## config.mk

```make
export PLATFORM = sky130hd
export DESIGN_NAME = buff_mc_en
export DESIGN_NICKNAME = d
export VERILOG_FILES = /design/src/rtl/buff_mc_en_pkg.sv /design/src/rtl/buff_mc_ring.sv /design/src/rtl/buff_mc_en.sv
export SDC_FILE = /design/constraint.sdc
export NUM_CORES = 1
export LEC_CHECK = 0
export CORE_MARGIN = 4
export CORE_UTILIZATION = 40
export DETAILED_ROUTE_END_ITERATION = 16
export RECOVER_POWER = 50
export SETUP_SLACK_MARGIN = 0.1
export SYNTH_ARGS = -nofsm -noshare
export SYNTH_HDL_FRONTEND = slang
export SYNTH_SLANG_ARGS = --single-unit
```

## constraint.sdc

```tcl
create_clock -name clock -period 6.8 [get_ports clock]
set_input_delay 1.36 -clock clock [delete_from_list [all_inputs] [get_ports clock]]
set_output_delay 1.36 -clock clock [all_outputs]
set_load 0.03 [all_outputs]
```

## src/rtl/buff_mc_en_pkg.sv

```systemverilog
// -----------------------------------------------------------------------------
// pkg_en -- shared types for the multi-channel buffer (buff_mc_en).
//   FTk_t     : forward token (valid + data byte) stored per channel.
//   BTk_t     : back-prop token; .n is the Nack, .t/.v/.c are side-band bits.
//   stop_st_t : states of the consumer stop FSM.
// -----------------------------------------------------------------------------
package pkg_en;

  localparam int FTK_DW = 8;

  typedef struct packed {
    logic              v;
    logic [FTK_DW-1:0] d;
  } FTk_t;

  typedef struct packed {
    logic t;
    logic v;
    logic c;
    logic n;
  } BTk_t;

  typedef enum logic [1:0] {
    ST_RUN    = 2'd0,
    ST_STOP   = 2'd1,
    ST_RESUME = 2'd2
  } stop_st_t;

endpackage

```

## src/rtl/buff_mc_ring.sv

```systemverilog
// -----------------------------------------------------------------------------
// buff_mc_ring -- one channel's circular store: array, read/write pointers and
// an occupancy count. The parent only asserts push when there is room (or a
// same-cycle pop) and pop when non-empty, so the count never wraps.
// Ports:
//   clock, reset (async, active-low)
//   push / wdata : store wdata at the write pointer
//   pop          : retire the head entry
//   head         : current head entry (combinational read of the array)
//   num          : occupancy 0..DEPTH_BUFF
//   empty / full : num==0 / num==DEPTH_BUFF
// -----------------------------------------------------------------------------
module buff_mc_ring
  import pkg_en::*;
#(
  parameter int  DEPTH_BUFF = 8,
  parameter type TYPE_FWRD  = FTk_t
) (
  input  logic                        clock,
  input  logic                        reset,
  input  logic                        push,
  input  TYPE_FWRD                    wdata,
  input  logic                        pop,
  output TYPE_FWRD                    head,
  output logic [$clog2(DEPTH_BUFF):0] num,
  output logic                        empty,
  output logic                        full
);

  localparam int PTR_W = $clog2(DEPTH_BUFF);
  localparam logic [PTR_W:0] FULL_CNT = (PTR_W+1)'(DEPTH_BUFF);

  TYPE_FWRD         mem [DEPTH_BUFF];
  logic [PTR_W-1:0] wr_ptr_reg;
  logic [PTR_W-1:0] rd_ptr_reg;
  logic [PTR_W:0]   num_reg;

  // Storage is deliberately left out of reset.
  always_ff @(posedge clock) begin
    if (push) mem[wr_ptr_reg] <= wdata;
  end

  // Power-of-two depth: pointers wrap naturally at their width.
  always_ff @(posedge clock or negedge reset) begin
    if (!reset) begin
      wr_ptr_reg <= '0;
      rd_ptr_reg <= '0;
      num_reg    <= '0;
    end else begin
      if (push) wr_ptr_reg <= wr_ptr_reg + 1'b1;
      if (pop)  rd_ptr_reg <= rd_ptr_reg + 1'b1;
      case ({push, pop})
        2'b10:   num_reg <= num_reg + 1'b1;
        2'b01:   num_reg <= num_reg - 1'b1;
        default: num_reg <= num_reg;
      endcase
    end
  end

  assign head  = mem[rd_ptr_reg];
  assign num   = num_reg;
  assign empty = (num_reg == '0);
  assign full  = (num_reg == FULL_CNT);

endmodule

```

## src/rtl/buff_mc_en.sv

```systemverilog
// -----------------------------------------------------------------------------
// buff_mc_en -- NUM_CH independent FIFO channels sharing one read port.
// Ports:
//   clock, reset (async, active-low)
//   I_We[c], I_FTk[c] : per-channel write; a token is written only when .v=1
//   O_BTk[c]          : .n = registered occupancy hysteresis Nack,
//                       .t/.v/.c = I_BTk side-band passed straight through
//   I_Re, I_Sel       : pop one entry from channel I_Sel
//   O_FTk             : popped token, registered; '0 on cycles with no pop
//   I_BTk             : consumer back-prop; .n drives the RUN/STOP/RESUME FSM
//   O_Empty, O_Full   : per-channel occupancy flags
//   O_Ovf             : sticky per-channel "write refused while full"
// Build option: define BUFF_MC_BYPASS_EN to let a write to an empty channel
// that is being read in the same cycle go straight to O_FTk.
// -----------------------------------------------------------------------------
module buff_mc_en
  import pkg_en::*;
#(
  parameter int  NUM_CH     = 4,
  parameter int  DEPTH_BUFF = 8,
  parameter int  THRESH_HI  = 6,
  parameter int  THRESH_LO  = 3,
  parameter type TYPE_FWRD  = FTk_t
) (
  input  logic                                         clock,
  input  logic                                         reset,
  input  logic [NUM_CH-1:0]                            I_We,
  input  TYPE_FWRD [NUM_CH-1:0]                        I_FTk,
  output BTk_t [NUM_CH-1:0]                            O_BTk,
  input  logic                                         I_Re,
  input  logic [(NUM_CH > 1 ? $clog2(NUM_CH) : 1)-1:0] I_Sel,
  output TYPE_FWRD                                     O_FTk,
  input  BTk_t                                         I_BTk,
  output logic [NUM_CH-1:0]                            O_Empty,
  output logic [NUM_CH-1:0]                            O_Full,
  output logic [NUM_CH-1:0]                            O_Ovf
);

  localparam int SEL_W = (NUM_CH > 1) ? $clog2(NUM_CH) : 1;
  localparam int CNT_W = $clog2(DEPTH_BUFF) + 1;
  localparam logic [CNT_W-1:0] HI_CNT = CNT_W'(THRESH_HI);
  localparam logic [CNT_W-1:0] LO_CNT = CNT_W'(THRESH_LO);

  stop_st_t          state_reg;
  TYPE_FWRD          o_ftk_reg;
  logic [NUM_CH-1:0] nack_reg;
  logic [NUM_CH-1:0] ovf_reg;

  TYPE_FWRD          head [NUM_CH];
  logic [CNT_W-1:0]  num  [NUM_CH];
  logic [NUM_CH-1:0] empty;
  logic [NUM_CH-1:0] full;
  logic [NUM_CH-1:0] sel_hit;
  logic [NUM_CH-1:0] pop_ch;
  logic [NUM_CH-1:0] push_ch;
  logic [NUM_CH-1:0] wr_req;

  // Selected-channel view. An out-of-range I_Sel matches no channel, so it
  // looks empty with no write: neither a pop nor a bypass can follow.
  logic     sel_empty;
  logic     sel_we;
  TYPE_FWRD sel_head;
  TYPE_FWRD sel_in;

  always_comb begin
    sel_empty = 1'b1;
    sel_we    = 1'b0;
    sel_head  = '0;
    sel_in    = '0;
    for (int c = 0; c < NUM_CH; c++) begin
      if (I_Sel == SEL_W'(c)) begin
        sel_empty = empty[c];
        sel_we    = I_We[c];
        sel_head  = head[c];
        sel_in    = I_FTk[c];
      end
    end
  end

  logic pop_any;
  logic byp;

  assign pop_any = I_Re & (state_reg == ST_RUN) & ~sel_empty;

`ifdef BUFF_MC_BYPASS_EN
  assign byp = I_Re & (state_reg == ST_RUN) & sel_empty & sel_we & sel_in.v;
`else
  assign byp = 1'b0;
`endif

  genvar gi;
  generate
    for (gi = 0; gi < NUM_CH; gi++) begin : g_ch
      assign sel_hit[gi] = (I_Sel == SEL_W'(gi));
      assign pop_ch[gi]  = pop_any & sel_hit[gi];
      assign wr_req[gi]  = I_We[gi] & I_FTk[gi].v;
      // A full channel still accepts a write when it is popped this cycle;
      // a bypassed token never enters storage.
      assign push_ch[gi] = wr_req[gi] & (~full[gi] | pop_ch[gi]) & ~(byp & sel_hit[gi]);

      buff_mc_ring #(
        .DEPTH_BUFF (DEPTH_BUFF),
        .TYPE_FWRD  (TYPE_FWRD)
      ) u_ring (
        .clock (clock),
        .reset (reset),
        .push  (push_ch[gi]),
        .wdata (I_FTk[gi]),
        .pop   (pop_ch[gi]),
        .head  (head[gi]),
        .num   (num[gi]),
        .empty (empty[gi]),
        .full  (full[gi])
      );

      // Hysteresis between LO and HI keeps the Nack from chattering.
      always_ff @(posedge clock or negedge reset) begin
        if (!reset) begin
          nack_reg[gi] <= 1'b0;
        end else if (num[gi] >= HI_CNT) begin
          nack_reg[gi] <= 1'b1;
        end else if (num[gi] < LO_CNT) begin
          nack_reg[gi] <= 1'b0;
        end
      end

      always_ff @(posedge clock or negedge reset) begin
        if (!reset) begin
          ovf_reg[gi] <= 1'b0;
        end else if (wr_req[gi] & full[gi] & ~pop_ch[gi]) begin
          ovf_reg[gi] <= 1'b1;
        end
      end

      assign O_BTk[gi] = '{t: I_BTk.t, v: I_BTk.v, c: I_BTk.c, n: nack_reg[gi]};
    end
  endgenerate

  // Stop FSM: one Nack cycle costs STOP + RESUME, i.e. two pop-free cycles.
  always_ff @(posedge clock or negedge reset) begin
    if (!reset) begin
      state_reg <= ST_RUN;
    end else begin
      case (state_reg)
        ST_RUN:    if (I_BTk.n) state_reg <= ST_STOP;
        ST_STOP:   if (!I_BTk.n) state_reg <= ST_RESUME;
        ST_RESUME: state_reg <= I_BTk.n ? ST_STOP : ST_RUN;
        default:   state_reg <= ST_RUN;
      endcase
    end
  end

  always_ff @(posedge clock or negedge reset) begin
    if (!reset) begin
      o_ftk_reg <= '0;
    end else if (pop_any) begin
      o_ftk_reg <= sel_head;
    end else if (byp) begin
      o_ftk_reg <= sel_in;
    end else begin
      o_ftk_reg <= '0;
    end
  end

  assign O_FTk   = o_ftk_reg;
  assign O_Empty = empty;
  assign O_Full  = full;
  assign O_Ovf   = ovf_reg;

endmodule

```

==> metrics.md <==
| Metric | Value |
|---|---|
| GR Util met3 | 2.77% |
| Combinational group share of total power | 25.8% |
| Setup Buffers After CTS | 0 |
| Unique cell type count in the Yosys netlist | 64 |
| Cell count after synthesis | 846 |
| R2R Setup Slk | 3550 ps |
| Total chip power | 0.00649 W |
| Max Root-Sink Buffers | 3 |
| Worst hold stages | 1 |
| Die X-Extent | 198 µm |
| Clk Latency, worst-skew pair | 520 ps |
| Area Overhead vs Synth | 14.9% |
| Fin nets | around 980 |
| Setup violators final | 0 |
| Final Max Tran Viols | 60 |
| Worst hold path class | register to register |
| Largest net degree at the start of global routing | 60 |
| I/O pin total | 86 |
| Layout cells sized above 1 | roughly 16% |
| Clock Pin Slew Worst Setup and Hold Paths | 60 ps |
| 1st-iter DRT viols | 533 |
| Hold Crit Endpoint | state_reg[1] |
| Routed vias | 7434 |
| Setup Skew | just under 20 ps |
| Worst EP arrival | 4670 ps |
| Setup TNS | 0 ps |
| DIE AREA | 39200 µm² |
| Post-synth ARST share | 17.0% |
| Final Util | 46.7% |
| Row Count | 69 |
| TritonCTS Buffers | 37 |
| H-tree Lvls | 2 |
| Diodes inserted | 0 |
| Number of max-cap violations | 1 |
| Crit path launch type | input pin |
| Post-CTS resize count | 0 |
| GRT Util Overall | 15.2% |
| Switching power | ~0.002 W |
| Worst R2R End | g_ch[1].u_ring.num[2] |
| Sequential area share after synthesis | 70.0% |
| Synthesis Warnings | 0 |
| Transition time of the tightest slew-check pin | 3370 ps |
| Routability cong. | 0.796 |
| Unrepaired setup endpoints after global routing | no |
| Flop pwr share | between 40% and 50% |
| Tmin final | 4280 ps |
| Clk pwr share | 28.7% |
| Fin Hold WS | 468 ps |
| DR vias/cell | 5.31 |
| Met2 Resource Use GR | approximately a quarter |
| Violated checks | capacitance limit, slew limit |
| Crit path kind | input pin to register |
| DPL Wire Length | about 20000 µm |
| Launch point of the worst reg-to-reg path | state_reg[1] |
| IR drop worst, VDD | around 200 µV |
| Vias in the first global route | 7629 |
| Synth Cell Area | 14500 µm² |
| Outcome | complete, but fails checks |
| Drt total wl | roughly 30000 µm |
| Pwr/cell area | between 300 and 400 nW/µm² |
| Seq cells post-synth | about 350 |
| Max reg flops | between 200 and 300 |
| Root Buffer | clkbuf_16 |
| Critical path fanouts, max | 12 |
| # clock sinks | roughly 350 |
| Met1 GRT Util | 22.0% |
| Cell Int Power | between 0.004 and 0.005 W |
| Net Sw Frac | 30.9% |
| Starting Density | roughly two fifths |
| Hold_sp | state_reg[1] |
| Port buffer count | 70 |
| GR peak layer | met2 |
| Fin crit share | 62.9% |
| Rel. slew slack | -125% |
| Synthesized Nets | 915 |
| Worst Setup End Kind | register |
| Routed WL per cell | 21.3 µm |
| CTS tree | built |
| Core ar. | 35600 µm² |
| Critical Path RT | 7190 ps |
| Post-DRT Antenna Nets | 0 |
| Final hold viol count | 0 |
| Syn avg cell area | 17.1 µm² |
| First-pass GRT wire length | between 40000 and 50000 µm |
| Max Fclk | 234 MHz |
| Leak | 5.64 nW |
| Post-synth EDFFs | 288 |
| DR pass1 iterations | 5 |
| Synth Flop Type | edfxtp_1 |
| Hold_buf cts | 0 |
| Remaining DRCs | 0 |
| Grt total ovfl | 0 |
| Initial antenna violation count | 1 |
| Die height | ~200 µm |
| Worst r2r path cells | 11 |
## routing by layer
metal	part of all wire, %	vias to the layer above
li1	-	3414
met1	45	3798
met2	48	180
met3	4.6	40
met4	2.0	2
met5	0.024	-
## cell type report
| class | count | area (µm²) |
|---|---|---|
| Fill cell | 3087 | 19000 |
| Tap cell | 461 | 577 |
| Timing Repair Buffer | 89 | 837 |
| Sequential cell | 347 | 10100 |
| Multi-Input combinational cell | 426 | 3910 |
| Inverter | 11 | 43.8 |
| Clock buffer | 51 | 1020 |
| Clock inverter | 15 | 97.6 |
## cell families (layout without fill, tap and decap cells)
family / Yosys count / in the layout / share of synthesized area, %
fa+ha+maj: 20 / 20 / 1.73
simple gates: 152 / 152 / 6.15
compound gates: 89 / 89 / 4.52
flops: 347 / 347 / 70.0
mux: 129 / 129 / 12.6
buf+inv: 73 / 166 / 2.83
xor+xnor: 36 / 36 / 2.18
## cell usage after synthesis (all sizes together) (17+ instances only)
master	n	area share (%)
dfrtp	59	10
nor3	19	0.91
nand2	35	0.93
ha	20	1.7
mux2	29	2.3
mux2i	61	4.2
edfxtp	288	60
mux4	39	6.1
clkbuf	18	0.48
o22ai	17	0.74
buf	44	2.0
xnor2	18	1.1
nor2	25	0.65
xor2	18	1.1
## critical path, cell delays in order
cell and delay, ps:
dlygate4sd3_1 670, nand2b_1 370, nor3_1 660, or2b_2 280, nand3_2 130, ha_1 310
xor2_1 170, ha_1 180, a21oi_1 160, xor2_1 170, nor2_1 60, xor2_1 140
## per-stage QoR
| step | setup WS (ps) | cells | instance area, µm² |
|---|---|---|---|
| floorplan | 3090 | 846 | 14500 |
| global route | 2230 | 1400 | 16600 |
| CTS | 2650 | 1400 | 16600 |
| detailed placement | 2310 | 1334 | 15500 |
| global placement | 2380 | 1334 | 15500 |
| finish | 2520 | 1400 | 16600 |
## worst max-delay path by stage
stage                                     start                        to  slack (ps)  depth (start not counted)
after floorplan                            I_Re     g_ch[0].u_ring.num[2]        3090                         12
after global placement                 I_Sel[1]     g_ch[0].u_ring.num[2]        2380                         12
after detailed placement               I_Sel[1]  g_ch[1].u_ring.mem[2][7]        2310                          7
after CTS                 g_ch[2].u_ring.num[2]                O_Empty[2]        2650                          2
after global routing                      reset                  O_Ovf[2]        2230                          1
final                                  I_Sel[1]     g_ch[1].u_ring.num[2]        2520                         12
## power by group through the flow
stage               Combinational [W]  Sequential (W)  Clock [W]
CTS                           0.00170         0.00296    0.00190
global placement              0.00168         0.00300          0
detailed placement            0.00170         0.00300          0
finish                        0.00167         0.00295    0.00186
global route                  0.00181         0.00301    0.00200
floorplan                     0.00135         0.00283          0
## layout by cell type, fill, tap and decap left out, types with 19 or more instances in the layout
cell type,instances
edfxtp_1,288
dlygate4sd3_1,38
nand2_1,34
clkbuf_16,38
mux2i_1,61
nor2_1,25
ha_1,20
mux4_2,39
mux2_2,28
dfrtp_1,59
clkdlybuf4s50_1,31
buf_4,19
(Power assumes the default switching activity.)
